### src/rtl/fifo_rd_adapter.sv
// Read-side consumer for the 16x8 FIFO: issues reads, tracks the one-cycle read latency and
// re-times the data as a valid/ready stream. Define FIFO_RD_STATS_EN to add rd/stall counters.
module fifo_rd_adapter #(
  parameter int DATA_W    = 8,
  parameter int BUF_DEPTH = 4
) (
  input  logic                           clk,
  input  logic                           rst,
  input  logic                           en,
  input  logic                           ff_empty,
  input  logic                           ff_full,
  input  logic                           ff_wr,
  input  logic [DATA_W-1:0]              ff_dout,
  output logic                           ff_rd,
  output logic                           m_valid,
  output logic [DATA_W-1:0]              m_data,
  input  logic                           m_ready,
  output logic                           busy,
  output logic [$clog2(BUF_DEPTH+1)-1:0] occ,
  output logic [1:0]                     state_dbg,
  output logic [15:0]                    rd_count,
  output logic [15:0]                    stall_count
);

  localparam int OCC_W = $clog2(BUF_DEPTH + 1);
  localparam int PTR_W = (BUF_DEPTH > 1) ? $clog2(BUF_DEPTH) : 1;

  typedef enum logic [1:0] {
    IDLE  = 2'd0,
    RUN   = 2'd1,
    DRAIN = 2'd2
  } state_t;

  state_t             state;
  logic               inflight;
  logic [DATA_W-1:0]  mem [BUF_DEPTH];
  logic [PTR_W-1:0]   wr_ptr;
  logic [PTR_W-1:0]   rd_ptr;
  logic               credit_ok;
  logic               rd_acc;
  logic               push;
  logic               pop;

  function automatic logic [PTR_W-1:0] next_ptr(input logic [PTR_W-1:0] p);
    return (p == PTR_W'(BUF_DEPTH - 1)) ? '0 : p + PTR_W'(1);
  endfunction

  // Handshake: a byte transfers on every rising edge where m_valid and m_ready are both high;
  // once m_valid rises, m_valid and m_data are held until that transfer.
  // Credit counts the byte already requested from the FIFO, so a capture always has room.
  assign credit_ok = ({1'b0, occ} + (OCC_W + 1)'(inflight)) < (OCC_W + 1)'(BUF_DEPTH);
  assign ff_rd     = !rst && (state == RUN) && !ff_empty && credit_ok;
  // A FIFO write that is not blocked by full takes the port and the read is lost.
  assign rd_acc    = ff_rd && !ff_empty && !(ff_wr && !ff_full);
  assign push      = inflight;
  assign pop       = m_valid && m_ready;

  assign m_valid   = (occ != '0);
  assign m_data    = m_valid ? mem[rd_ptr] : '0;
  assign busy      = (state != IDLE);
  assign state_dbg = state;

  always_ff @(posedge clk) begin
    if (push) mem[wr_ptr] <= ff_dout;
  end

  always_ff @(posedge clk) begin
    if (rst) begin
      state    <= IDLE;
      inflight <= 1'b0;
      occ      <= '0;
      wr_ptr   <= '0;
      rd_ptr   <= '0;
    end else begin
      inflight <= rd_acc;
      if (push) wr_ptr <= next_ptr(wr_ptr);
      if (pop)  rd_ptr <= next_ptr(rd_ptr);
      case ({push, pop})
        2'b10:   occ <= occ + OCC_W'(1);
        2'b01:   occ <= occ - OCC_W'(1);
        default: occ <= occ;
      endcase
      case (state)
        IDLE:    if (en) state <= RUN;
        RUN:     if (!en) state <= (occ != '0 || inflight) ? DRAIN : IDLE;
        DRAIN: begin
          if (en) state <= RUN;
          else if (occ == '0 && !inflight) state <= IDLE;
        end
        default: state <= IDLE;
      endcase
    end
  end

  a_no_overflow: assert property (@(posedge clk) disable iff (rst)
    !(push && occ == OCC_W'(BUF_DEPTH)));

`ifdef FIFO_RD_STATS_EN
  logic [15:0] rd_cnt_q;
  logic [15:0] stall_cnt_q;

  always_ff @(posedge clk) begin
    if (rst) begin
      rd_cnt_q    <= '0;
      stall_cnt_q <= '0;
    end else begin
      if (rd_acc && rd_cnt_q != 16'hFFFF) rd_cnt_q <= rd_cnt_q + 16'd1;
      if (m_valid && !m_ready && stall_cnt_q != 16'hFFFF) stall_cnt_q <= stall_cnt_q + 16'd1;
    end
  end

  assign rd_count    = rd_cnt_q;
  assign stall_count = stall_cnt_q;
`else
  assign rd_count    = '0;
  assign stall_count = '0;
`endif

endmodule

### config.mk
export PLATFORM = sky130hd
export DESIGN_NAME = fifo_rd_adapter
export DESIGN_NICKNAME = d
export VERILOG_FILES = /design/src/rtl/fifo_rd_adapter.sv
export SDC_FILE = /design/constraint.sdc
export NUM_CORES = 1
export LEC_CHECK = 0
export CORE_MARGIN = 1
export CORE_UTILIZATION = 37
export CTS_BUF_LIST = sky130_fd_sc_hd__clkbuf_2 sky130_fd_sc_hd__clkbuf_4 sky130_fd_sc_hd__clkbuf_8
export DETAILED_ROUTE_END_ITERATION = 8
export PLACE_DENSITY_LB_ADDON = 0.25
export SYNTH_ARGS = -nofsm -noshare
export SYNTH_HDL_FRONTEND = slang
export SYNTH_SLANG_ARGS = --single-unit
### constraint.sdc
create_clock -name clk -period 2.1 [get_ports clk]
set_input_delay 0.21 -clock clk [delete_from_list [all_inputs] [get_ports clk]]
set_output_delay 0.21 -clock clk [all_outputs]
set_load 0.02 [all_outputs]
# ---- After elaboration in Yosys (flattened, before gate mapping)
# Memory sizes are Yosys's and may differ from the RTL's. A register that Yosys moved wholly into a read port is not among the register bits.
# Cells that the tools add are included.
dict set report op_classes {
  add_sub_neg 5
  n_lt_le_gt_ge 1
  n_eq_ne 9
  mux 14
  reduce_logical 20
}
# cell n
set ops {}
lappend ops {{2-bit two-way mux} 9}
lappend ops {{2-bit equality test (second input constant)} 4}
lappend ops {{1-bit logical AND} 8}
lappend ops {{8-bit two-way mux} 1}
lappend ops {{2-bit case mux with 3 select lines} 1}
lappend ops {{3-bit case mux with 2 select lines} 1}
lappend ops {{1-bit zero test} 5}
lappend ops {{2-bit by 1-bit adder with 2-bit output (second input constant)} 2}
lappend ops {{3-bit by 1-bit adder with 4-bit output} 1}
lappend ops {{2-bit by 1-bit equality test with 1-bit output (second input constant)} 2}
lappend ops {{4-bit by 3-bit < comparator with 1-bit output (second input constant)} 1}
lappend ops {{2-bit != test (second input constant)} 2}
lappend ops {{2-bit nonzero test} 2}
lappend ops {{3-bit by 1-bit adder with 3-bit output (second input constant)} 1}
lappend ops {{3-bit zero test} 1}
lappend ops {{3-bit != test (second input constant)} 1}
lappend ops {{3-bit AND reduction} 1}
lappend ops {{3-bit nonzero test} 1}
lappend ops {{3-bit by 1-bit subtractor with 3-bit output (second input constant)} 1}
lappend ops {{2-bit zero test} 1}
lappend ops {{1-bit two-way mux} 2}
lappend ops {{1-bit logical OR} 1}
dict set report word_totals {
  ff_bits 10
  mem_bits_rw 32
  in_bits 15
  out_inout_bits 48
  wordCells 55
  n_memories 1
}
# memory words width rd rd_ports_with_merged_regs wr line_no
set mem_list {}
lappend mem_list {mem 4 8 1 1 1 36} ;# logic [DATA_W-1:0] mem [BUF_DEPTH];

# ---- Logic depth before layout (Yosys ltp)
dict set report logic_depth {
  ltp_word 6
  mapped_depth 8
  depth_no_buf 8
}

# ---- Least setup slack after synthesis
# No wires, ideal clock.
dict set report synth_path {
  path_kind {reg-to-reg}
  from {reg occ[0]}
  to {reg occ[2]}
  setup_time_ns 0.070
  t_arrival_ns 1.890
  t_required_ns 2.030
  slack_ns 0.141
  stages_incl_launch_ff 9
  n_path_buf 0
  synth_period_minus_slack_ns 1.959
  cell_sequence {dfxtp_1 o31ai_1 inv_1 ha_1 inv_1 fa_1 xor2_1 or3_1 a21oi_1}
}
dict set report synth_between {
  elab_chain_len 4
  word_cells_on_any_way 8
  classes_between {add/sub (2); eq/ne (2); mux (1); reduce/logical (3)}
}
# item line_no
set synth_rtl {}
lappend synth_rtl {{start: declaration} 19} ;# output logic [$clog2(BUF_DEPTH+1)-1:0] occ,
lappend synth_rtl {{start signal: assignment} 79} ;# 2'b10: occ <= occ + OCC_W'(1);
lappend synth_rtl {{start signal: assignment} 80} ;# 2'b01: occ <= occ - OCC_W'(1);
lappend synth_rtl {{3-bit nonzero test *} 58} ;# assign m_valid = (occ != '0);
lappend synth_rtl {{1-bit logical AND *} 56} ;# assign pop = m_valid && m_ready;
lappend synth_rtl {{via pop} 42} ;# logic pop;
lappend synth_rtl {{2-bit by 1-bit equality test with 1-bit output or 2-bit equality test (tied branches)} 78} ;# case ({push, pop})
lappend synth_rtl {{3-bit case mux with 2 select lines or 2-bit nonzero test (tied branches)} n/a}
# The timed path passes the listed nets; every way through them passes the cells marked *.
# A chain may end at the register's enable or synchronous reset.

# ---- Worst setup path in the final report
# Same ends and word-level chain as after synthesis.

==> results.md <==
| Result | This run | Unit |
| --- | --- | --- |
| Total routed wirelength | 3380 | um |
| TritonCTS clock tree | yes | - |
| Setup Viol. Count Final | 0 | - |
| Xor-xnor portion of the synthesized cell area | 0.858 | % |
| Leading area contributor after synthesis | edfxtp_1 | - |
| Crit path required time | 2310 | ps |
| Endpoint arrival time on the critical path | 2220 | ps |
| Worst hold path cell count | 2 | - |
| Classification of the worst setup path | register to register | - |
| Placed Instances | 248 | - |
| Share of the synthesized area in the top cell type | 47.1 | % |
| Final RePlAce weighted congestion | 0.744 | - |
| Clock latency reported for the late side of the worst-skew pair | 290 | ps |
| Power density normalized to cell area | 752 | nW/um^2 |
| Die span in y | 76.3 | um |
| P&R area growth vs syn | 19.2 | % |
| Async SR Flop Fraction | 0 | % |
| Power spent charging and discharging nets | 429 | uW |
| Root buffer cell | clkbuf_8 | - |
| Overall power consumption | 1830 | uW |
| Final cell utilization of the core | 46.7 | % |
| Share of final-layout standard cells stronger than drive strength 1 | 12.4 | % |
| Most used flip-flop cell after synthesis | edfxtp_1 | - |
| Hold Crit Start | rd_ptr[1]$_SDFFE_PP0P_ | - |
| CP endpoint kind | register | - |
| Most used standard cells in the synthesized netlist | buf_4, edfxtp_1, and2_1, dfxtp_1 | - |
| Clock transition time at the flip-flop clock pins of the worst setup and hold paths | 70 | ps |
| Sink count of the clock tree | 44 | - |
| Initial core utilization | 39.2 | % |
| Lkg Pwr | 0.000943 | uW |
| Floorplan die width | 76.3 | um |
| Main combinational cell family by area after synthesis | buffers and inverters | - |
| Seq cells post-synth | 44 | - |
| Number of antenna diodes | 0 | - |
| Combinational power share | 14.7 | % |
| Number of cell rows | 26 | - |
| Fraction of the yosys area taken by sequential cells | 58.9 | % |
| Share of the cycle needed by the critical path after routing | 95.5 | % |
| Dominant cells by area after synthesis | edfxtp_1, dfxtp_1, buf_4 | - |
| Proportion of power drawn by flip-flops and latches | 52.3 | % |
| FF-to-FF path depth | 8 | - |
| Maximum root-to-sink buffer count | 2 | - |
| Fraction of the mapped netlist area in adder cells | 4.66 | % |
| Global-route wire length before repair | 5330 | um |
| Distinct cell type count of the synthesized netlist | 29 | - |
| Clock Skews | 3.15 | ps |
| Cell count after synthesis | 149 | - |
| DRC errors left | 0 | - |
| Post-Synth Simple-Gate Area | 7.97 | % |
| Pre-antenna DRT Iters | 4 | - |
| Net count of the finished layout | 207 | - |
| Die area | 5820 | um^2 |
| Kind of launch point of the worst setup path | register | - |
| Pin count of the biggest net entering global routing | 14 | - |
| Synthesis warning total | 0 | - |
| Final std cells w/o fill | 256 | - |
| Clock period minus final worst setup slack | 2000 | ps |
| H-tree Lvls | 2 | - |
| Post-synth design cell area | 2040 | um^2 |
| Clock network power share | 33.0 | % |
| Launching element of the worst setup path | occ[0]$_SDFFE_PP0P_ | - |
| Antenna violations before repair | 0 | - |
| Overflow left after global routing | 0 | - |
| Vias per Instance | 4.33 | - |
| Post-detailed-placement half-perimeter wirelength | 2410 | um |
| Fraction of synthesized area in multiplexers | 9.32 | % |
| Number of buffers created by CTS | 5 | - |
| Highest fanout seen on the critical path | 7 | - |
| Final hold slack | 487 | ps |
| Number of synthesized flops with an enable pin | 32 | - |
| Internal power contribution | 1400 | uW |
| Hold Buf Count CTS | 0 | - |
| Count of final max-slew check failures | 0 | - |
| Number of vias in the routed layout | 1108 | - |
| Final hold violation count | 0 | - |
| Reg-to-Reg Start | occ[0]$_SDFFE_PP0P_ | - |
| Via count of the first global-routing pass | 1115 | - |
| Net Sw Frac | 23.4 | % |
| # IOs | 63 | - |
| Drt first-iter violations | 35 | - |
| Highest attainable clock frequency | 0.499 | GHz |
| Number of nets with antenna violations after detailed routing | 0 | - |
| Post-Synthesis Mean Instance Area | 13.7 | um^2 |
| Compound-cell area share of the yosys netlist | 3.49 | % |
| Per-cell routed wire length | 13.2 | um |
| Worst Hold Class | register to register | - |
| Max capacitance violation total | 0 | - |
| Run status | complete, no violations | - |
| Setup repair after global routing missed its margin | false | - |
| Worst IR Drop VDD | 0.330 | mV |
| Global-route total usage across every layer | 12.4 | % |
| Placeable core region | 5200 | um^2 |
| PortBufs | 30 | - |
[metrics by stage]
step | instance area [um^2] | setup WS [ps] | setup TNS [ps]
4_1_cts | 2430 | 53.4 | 0
6_report | 2430 | 95.1 | 0
5_1_grt | 2430 | 14.3 | 0
3_3_place_gp | 2330 | 48.2 | 0
2_1_floorplan | 2160 | 141 | 0
3_5_place_dp | 2330 | -143 | -143
[flip-flops by register name (all words and copies together), names as in the netlist, named ones only]
signal	flops
wr_ptr	2
inflight	1
occ	3
rd_ptr	2
state_dbg	2
mem	32
[cell usage in the layout, fill, tap and decap left out]
cell             netlist  final
a211oi_1               1      1
a21oi_1                5      5
a311oi_1               1      1
a31oi_1                1      1
and2_1                12     12
buf_12                 0      1
buf_4                 32      4
bufinv_16              0      1
clkbuf_8               0      5
clkdlybuf4s50_1        0     21
clkinv_1               0      2
conb_1                 1     32
dfxtp_1               12     10
dfxtp_2                0      2
dlygate4sd2_1          0      8
dlymetal6s2s_1         0      1
edfxtp_1              32     32
fa_1                   1      1
ha_1                   6      6
inv_1                  8      8
mux2i_1                1      1
mux4_2                 8      8
nand2_1                4      4
nand3_1                1      1
nor2_1                 6      6
nor2b_1                1      1
nor3b_1                1      1
nor4_1                 1      1
o2111a_1               1      1
o21ai_0                1      1
o31ai_1                1      1
or2_2                  1      1
or3_1                  3      2
or3_4                  0      1
xor2_1                 2      2
[path summary, 6_finish.rpt]
kind	end	slack, ps
max reg2reg	occ[2]$_SDFFE_PP0P_	100
min	rd_ptr[1]$_SDFFE_PP0P_	490
min reg2reg	rd_ptr[1]$_SDFFE_PP0P_	490
max	occ[2]$_SDFFE_PP0P_	100
[routing by layer]
metal  share of wire, %  track usage [%]  vias up
li1                   -                -      530
met1                 40             13.8      530
met2                 53             21.9       41
met5                  0                0        -
met3                5.7             4.67        7
met4                1.1             4.04        0
[repair_timing]
item,in CTS,in global routing
gates resized for setup,9,3
buffers inserted,0,0
endpoints found under the setup margin,9,2
endpoints found under the hold margin,0,0
[power by group through the flow]
| stage | clock [uW] | combinational (uW) | sequential, uW |
|---|---|---|---|
| detailed placement | 0 | 278 | 976 |
| floorplan | 0 | 207 | 979 |
| CTS | 626 | 272 | 956 |
| global route | 667 | 291 | 959 |
| finish | 605 | 269 | 957 |
| global placement | 0 | 270 | 975 |
[critical path, stage by stage, from the launching register on]
cell	delay [ps]
dfxtp_2	360
o31ai_1	390
inv_1	100
ha_1	220
inv_1	80
fa_1	190
xor2_1	100
or3_1	330
a21oi_1	160
[final cells by class]
type / count / area [um^2]
Fill cell: 496 / 2770
Sequential cell: 44 / 1200
Multi-Input combinational cell: 91 / 662
Timing Repair Buffer: 35 / 343
Tap cell: 70 / 87.6
Clock buffer: 5 / 68.8
Clock inverter: 3 / 37.5
Inverter: 8 / 30.0
[logic make-up (layout without fill, tap and decap cells)]
kind of cell               Yosys count  in the layout
adders and majority gates            7              7
muxes                                9              9
and+or+nand+nor                     30             30
xor gates and xnor gates             2              2
AOI/OAI and AO/OA                   11             11
DFF                                 44             44
buffers and inverters               45             51
other                                1             32
Power figures use the tool's default switching activity.
==> RTL edit 1, RTL diff (config.mk and constraints unchanged) <==
Build with the macro `FIFO_RD_STATS_EN` defined.
--- a/src/rtl/fifo_rd_adapter.sv
+++ b/src/rtl/fifo_rd_adapter.sv
@@ -1,5 +1,7 @@
 // Read-side consumer for the 16x8 FIFO: issues reads, tracks the one-cycle read latency and
 // re-times the data as a valid/ready stream. Define FIFO_RD_STATS_EN to add rd/stall counters.
+`define FIFO_RD_STATS_EN
+
 module fifo_rd_adapter #(
   parameter int DATA_W    = 8,
   parameter int BUF_DEPTH = 4
Check against the original RTL: not equivalent (Yosys sat finds a counterexample within 4 cycles, from zero or initial values and one cycle with rst high).
==> RTL edit 1 against the unedited design <==
- routed wire length grew 130%
- power grew 64%
- largest cell class unchanged
- first-iteration DRC count grew to 3.9 times the old value
- worst setup slack is essentially flat
- sequential cell count grew 32
- critical path type is now flop to primary output
- area after synthesis grew 76%
- design area grew 91%
- global-route usage grew 3.9 points
==> RTL edit 1: results (changes against the unedited design) <==
Latest clock arrival within the worst-skew pair: 350 ps (+60 ps)
# diodes: 0 (unchanged)
Vias per Instance: 5.24 (+21%)
Worst Hold Class: input port to flop
Initial antenna violation count: 0 (unchanged)
Post-place instance area: 4440 um2 (+91%)
Fill count: 846 (+71%)
Clk slew on worst S/H paths: 80 ps
Placed Cells: 519 (+110%)
Max FFs per register: 32 (unchanged)
Post-Syn Nets: 351
IO Port Bufs: 62 (+110%)
Top cells by area, synth: edfxtp_1 (27%), dfxtp_1 (25%), mux4_2 (5.0%)
Most flops, register: mem
DRT iter0 DRCs: 137 (+290%)
Cell at the root of the clock tree: clkbuf_8
Routed len/inst: 14.7 um (+12%)
Yosys warnings: 0 (unchanged)
TritonCTS buffer count: 9 (+4)
First-pass GRT wire length: 12700 um (+140%)
Vias in the first global route: 2610 (+130%)
Bufs on Longest Clock Path: 2 (unchanged)
Leakage: 0.00164 uW (+74%)
Status: finished, final reports clean
Seq/Total Area, Yosys: 0.513 (-0.0759)
EDFF count, synth: 32 (unchanged)
Gr usage total: 0.163 (+0.0391)
Htree depth: 3 (+1)
Clock skew: 7.90 ps (+4.75 ps)
Max Fanout on Critical Path: 8 (+1)
GPL Wtd Cong: 0.789 (+6.0%)
Largest net degree at the start of global routing: 52 (+38)
Slew Limit Headroom: 0.647
Mapped Cells: 327 (+120%)
DRT Pass-1 Iters: 5 (+1)
Synth cell count leaders: dfxtp_1 (44), edfxtp_1 (32), nor2_1 (21)
Share of cells above drive strength 1: 0.153 (+0.0291)
Placement Setup Slack: -7.32 ps (+135 ps)
Primary FF master, synth: dfxtp_1
Peak supply drop: 332 uV (+0.53%)
Distinct cells, synth: 48 (+66%)
HPWL after detailed placement: 5480 um (+130%)
Ys async rst share: 0 (unchanged)
ANT nets after route: 0 (unchanged)
Vias: 2801 (+150%)
Fin nets: 425 (+110%)
Critical path arrival: 1800 ps (-420 ps)
==> RTL edit 1: final timing paths <==
kind / to / startpoint / slack, ps / cells after the start
min reg2reg: flop / rd_ptr[1]$_SDFFE_PP0N_ / 500 / 2
min: state_dbg[0]$_SDFFE_PP0P_ / en / 420 / 3
max: m_data[6] / flop / 90 / 4
max reg2reg: occ[2]$_SDFFE_PP0P_ / occ[2]$_SDFFE_PP0P_ / 160 / 10
==> RTL edit 1: cell families after synthesis <==
group           after synthesis  synth area share
buf+inv                      31            0.0334
compound gates               47            0.0874
xor+xnor                      2           0.00488
flops                        76             0.513
mux                          25             0.102
simple gates                137             0.226
fa+ha+maj                     9            0.0334
==> RTL edit 1: power breakdown <==
| part | internal [uW] | switching (uW) |
|---|---|---|
| clock network | 567 | 582 |
| registers | 1550 | 18.2 |
| logic | 133 | 148 |
==> RTL edit 1: cell type report <==
| cell class | instances | area, um2 | area share |
|---|---|---|---|
| flip-flops and latches | 76 | 1850 | 0.397 |
| multi-input cells | 220 | 1640 | 0.353 |
| repair buffers | 77 | 734 | 0.158 |
| well taps | 129 | 161 | 0.0347 |
| clock buffers | 9 | 124 | 0.0266 |
| clock inverters | 7 | 82.6 | 0.0177 |
| inverters | 17 | 63.8 | 0.0137 |
==> RTL edit 1: worst max-delay path, cell delays in order (launching register included) <==
cell           delay (ps)
dfxtp_2               350
buf_12                140
mux4_2                480
and2_1                170
dlygate4sd2_1         310
==> RTL edit 1: layer usage <==
metal | track usage | share of wire
met4 | 0.0390 | 0.0065
met2 | 0.279 | 0.50
met3 | 0.0506 | 0.043
met1 | 0.202 | 0.45
met5 | 0 | 0
==> RTL edit 1: repair_timing <==
item,4_1_cts,5_1_grt
gates resized for setup,8,5
hold buffers,0,0
endpoints found under the setup margin,8,12
setup buffers,0,0
==> RTL edit 2, RTL diff (same flow settings) <==
Made on the original files. Put one more register stage on the output `state_dbg`, without a reset. The value now appears one clock later. The other outputs are not delayed to match.
--- a/src/rtl/fifo_rd_adapter.sv
+++ b/src/rtl/fifo_rd_adapter.sv
@@ -58,7 +58,9 @@
   assign m_valid   = (occ != '0);
   assign m_data    = m_valid ? mem[rd_ptr] : '0;
   assign busy      = (state != IDLE);
-  assign state_dbg = state;
+  always_ff @(posedge clk) begin
+    state_dbg <= state;
+  end
 
   always_ff @(posedge clk) begin
     if (push) mem[wr_ptr] <= ff_dout;
Check against the original RTL: not equivalent (a bounded check fails within 4 cycles, from zero or initial values and one cycle with rst high).
==> RTL edit 2 against the unedited design <==
- area after synthesis rose by 2.0%
- power rose by 3.1%
- die area rose by 1.9%
- sequential cell count rose by 2
- worst setup slack improved by 22 ps
- routed wire length fell by 1.2%
- non-clock buffer count fell by 1
- sequential share of layout area rose by 0.89 points
- design area rose by 1.4%
- global-route usage fell by 0.72 points
- largest cell class unchanged
==> RTL edit 2: results (changes against the unedited design) <==
Max incr delay on CP: 450 ps (+60 ps)
Primary FF master, synth: edfxtp_1
Fin nets: 208 (+0.48%)
CP max-delay cell: dfxtp_1
Htree depth: 2 (unchanged)
Ys async rst share: 0 (unchanged)
Status: finished, final reports clean
EDFF count, synth: 32 (unchanged)
Min Clock Period, post-route: 1980 ps (-21.9 ps)
Routed len/inst: 13.0 um (-1.6%)
Hold_ws: 401 ps (-85.8 ps)
DRT iter0 DRCs: 37 (+5.7%)
Initial antenna violation count: 0 (unchanged)
Post-place instance area: 2360 um2 (+1.4%)
GPL Wtd Cong: 0.715 (-3.9%)
HPWL after detailed placement: 2380 um (-1.2%)
Cell family with most CP delay: adder cells
Leakage: 0.000958 uW (+1.6%)
Seq/Total Area, Yosys: 0.597 (+0.00792)
Peak supply drop: 358 uV (+8.6%)
Share of cells above drive strength 1: 0.123 (-0.000661)
Largest net degree at the start of global routing: 15 (+1)
Clock skew: 4.83 ps (+1.68 ps)
Cell at the root of the clock tree: clkbuf_8
Latest clock arrival within the worst-skew pair: 290 ps (about the same)
First-pass GRT wire length: 5220 um (-2.1%)
Reg2Reg Setup Slack: 120 ps (+20 ps)
Placement Setup Slack: -125 ps (+17.5 ps)
Gr usage total: 0.117 (-0.00724)
Worst Hold Class: flop to flop
Vias per Instance: 4.30 (-0.75%)
Avg Cell Area, Syn: 13.8 um2 (+0.61%)
Yosys warnings: 0 (unchanged)
Postcts setup bufs: 0 (unchanged)
Synth cell count leaders: buf_4 (32), edfxtp_1 (32), dfxtp_1 (14)
Placed Cells: 249 (+0.40%)
Vias: 1104 (-0.36%)
Biggest regs: mem: 32 flops, occ: 3 flops
Top cells by area, synth: edfxtp_1 (46%), dfxtp_1 (13%), buf_4 (12%)
TritonCTS buffer count: 5 (unchanged)
Clk slew on worst S/H paths: 80 ps
Max Fanout on Critical Path: 7 (unchanged)
## RTL edit 2: changes by cell type in the layout (fill, tap and decap cells not counted), sizes merged
cell,before,now
buf,5,4
dfxtp,12,14
## RTL edit 2: repair_timing
| item | 4_1_cts | 5_1_grt |
|---|---|---|
| hold buffers | 0 | 0 |
| endpoints found under the setup margin | 9 | 2 |
| cloned | 0 | 0 |
| endpoints found under the hold margin | 0 | 0 |
| gates resized for setup | 9 | 2 |
## RTL edit 2: cell type report
cell class / count / area [um2]
clock buffer: 5 / 68.8
clock inverter: 3 / 40.0
fill: 484 / 2800
inverter: 8 / 30.0
multi-input combinational: 91 / 662
sequential: 46 / 1240
tap: 70 / 87.6
timing repair buffer: 34 / 335
## RTL edit 2: path summary, 6_finish.rpt
path                    startpoint                    to  depth (start not counted)
max            occ[1]$_SDFFE_PP0P_   occ[2]$_SDFFE_PP0P_                          8
min          state[0]$_SDFFE_PP0P_  state_dbg[0]$_DFF_P_                          0
max reg2reg    occ[1]$_SDFFE_PP0P_   occ[2]$_SDFFE_PP0P_                          8
min reg2reg  state[0]$_SDFFE_PP0P_  state_dbg[0]$_DFF_P_                          0
## RTL edit 2: cell families (layout without fill, tap and decap cells)
kind of cell    after synthesis  count (layout)  share of synthesized area
compound gates               11              11                     0.0343
other cells                   1              32                    0.00180
xor+xnor                      2               2                    0.00842
buf+inv                      45              50                      0.144
mux                           9               9                     0.0914
simple gates                 30              30                     0.0782
flops                        46              46                      0.597
fa+ha+maj                     7               7                     0.0457
## RTL edit 2: routing by layer
layer	up-vias	global-route usage	wire length (um)
met2	37	0.207	1720
met4	0	0.0396	35
li1	531	-	-
met3	4	0.0357	177
met1	532	0.133	1410
met5	-	0	0
## RTL edit 2: power breakdown
part	switching, uW	internal [uW]
clock network	275	350
registers	14.0	982
logic	155	111
total	443	1440
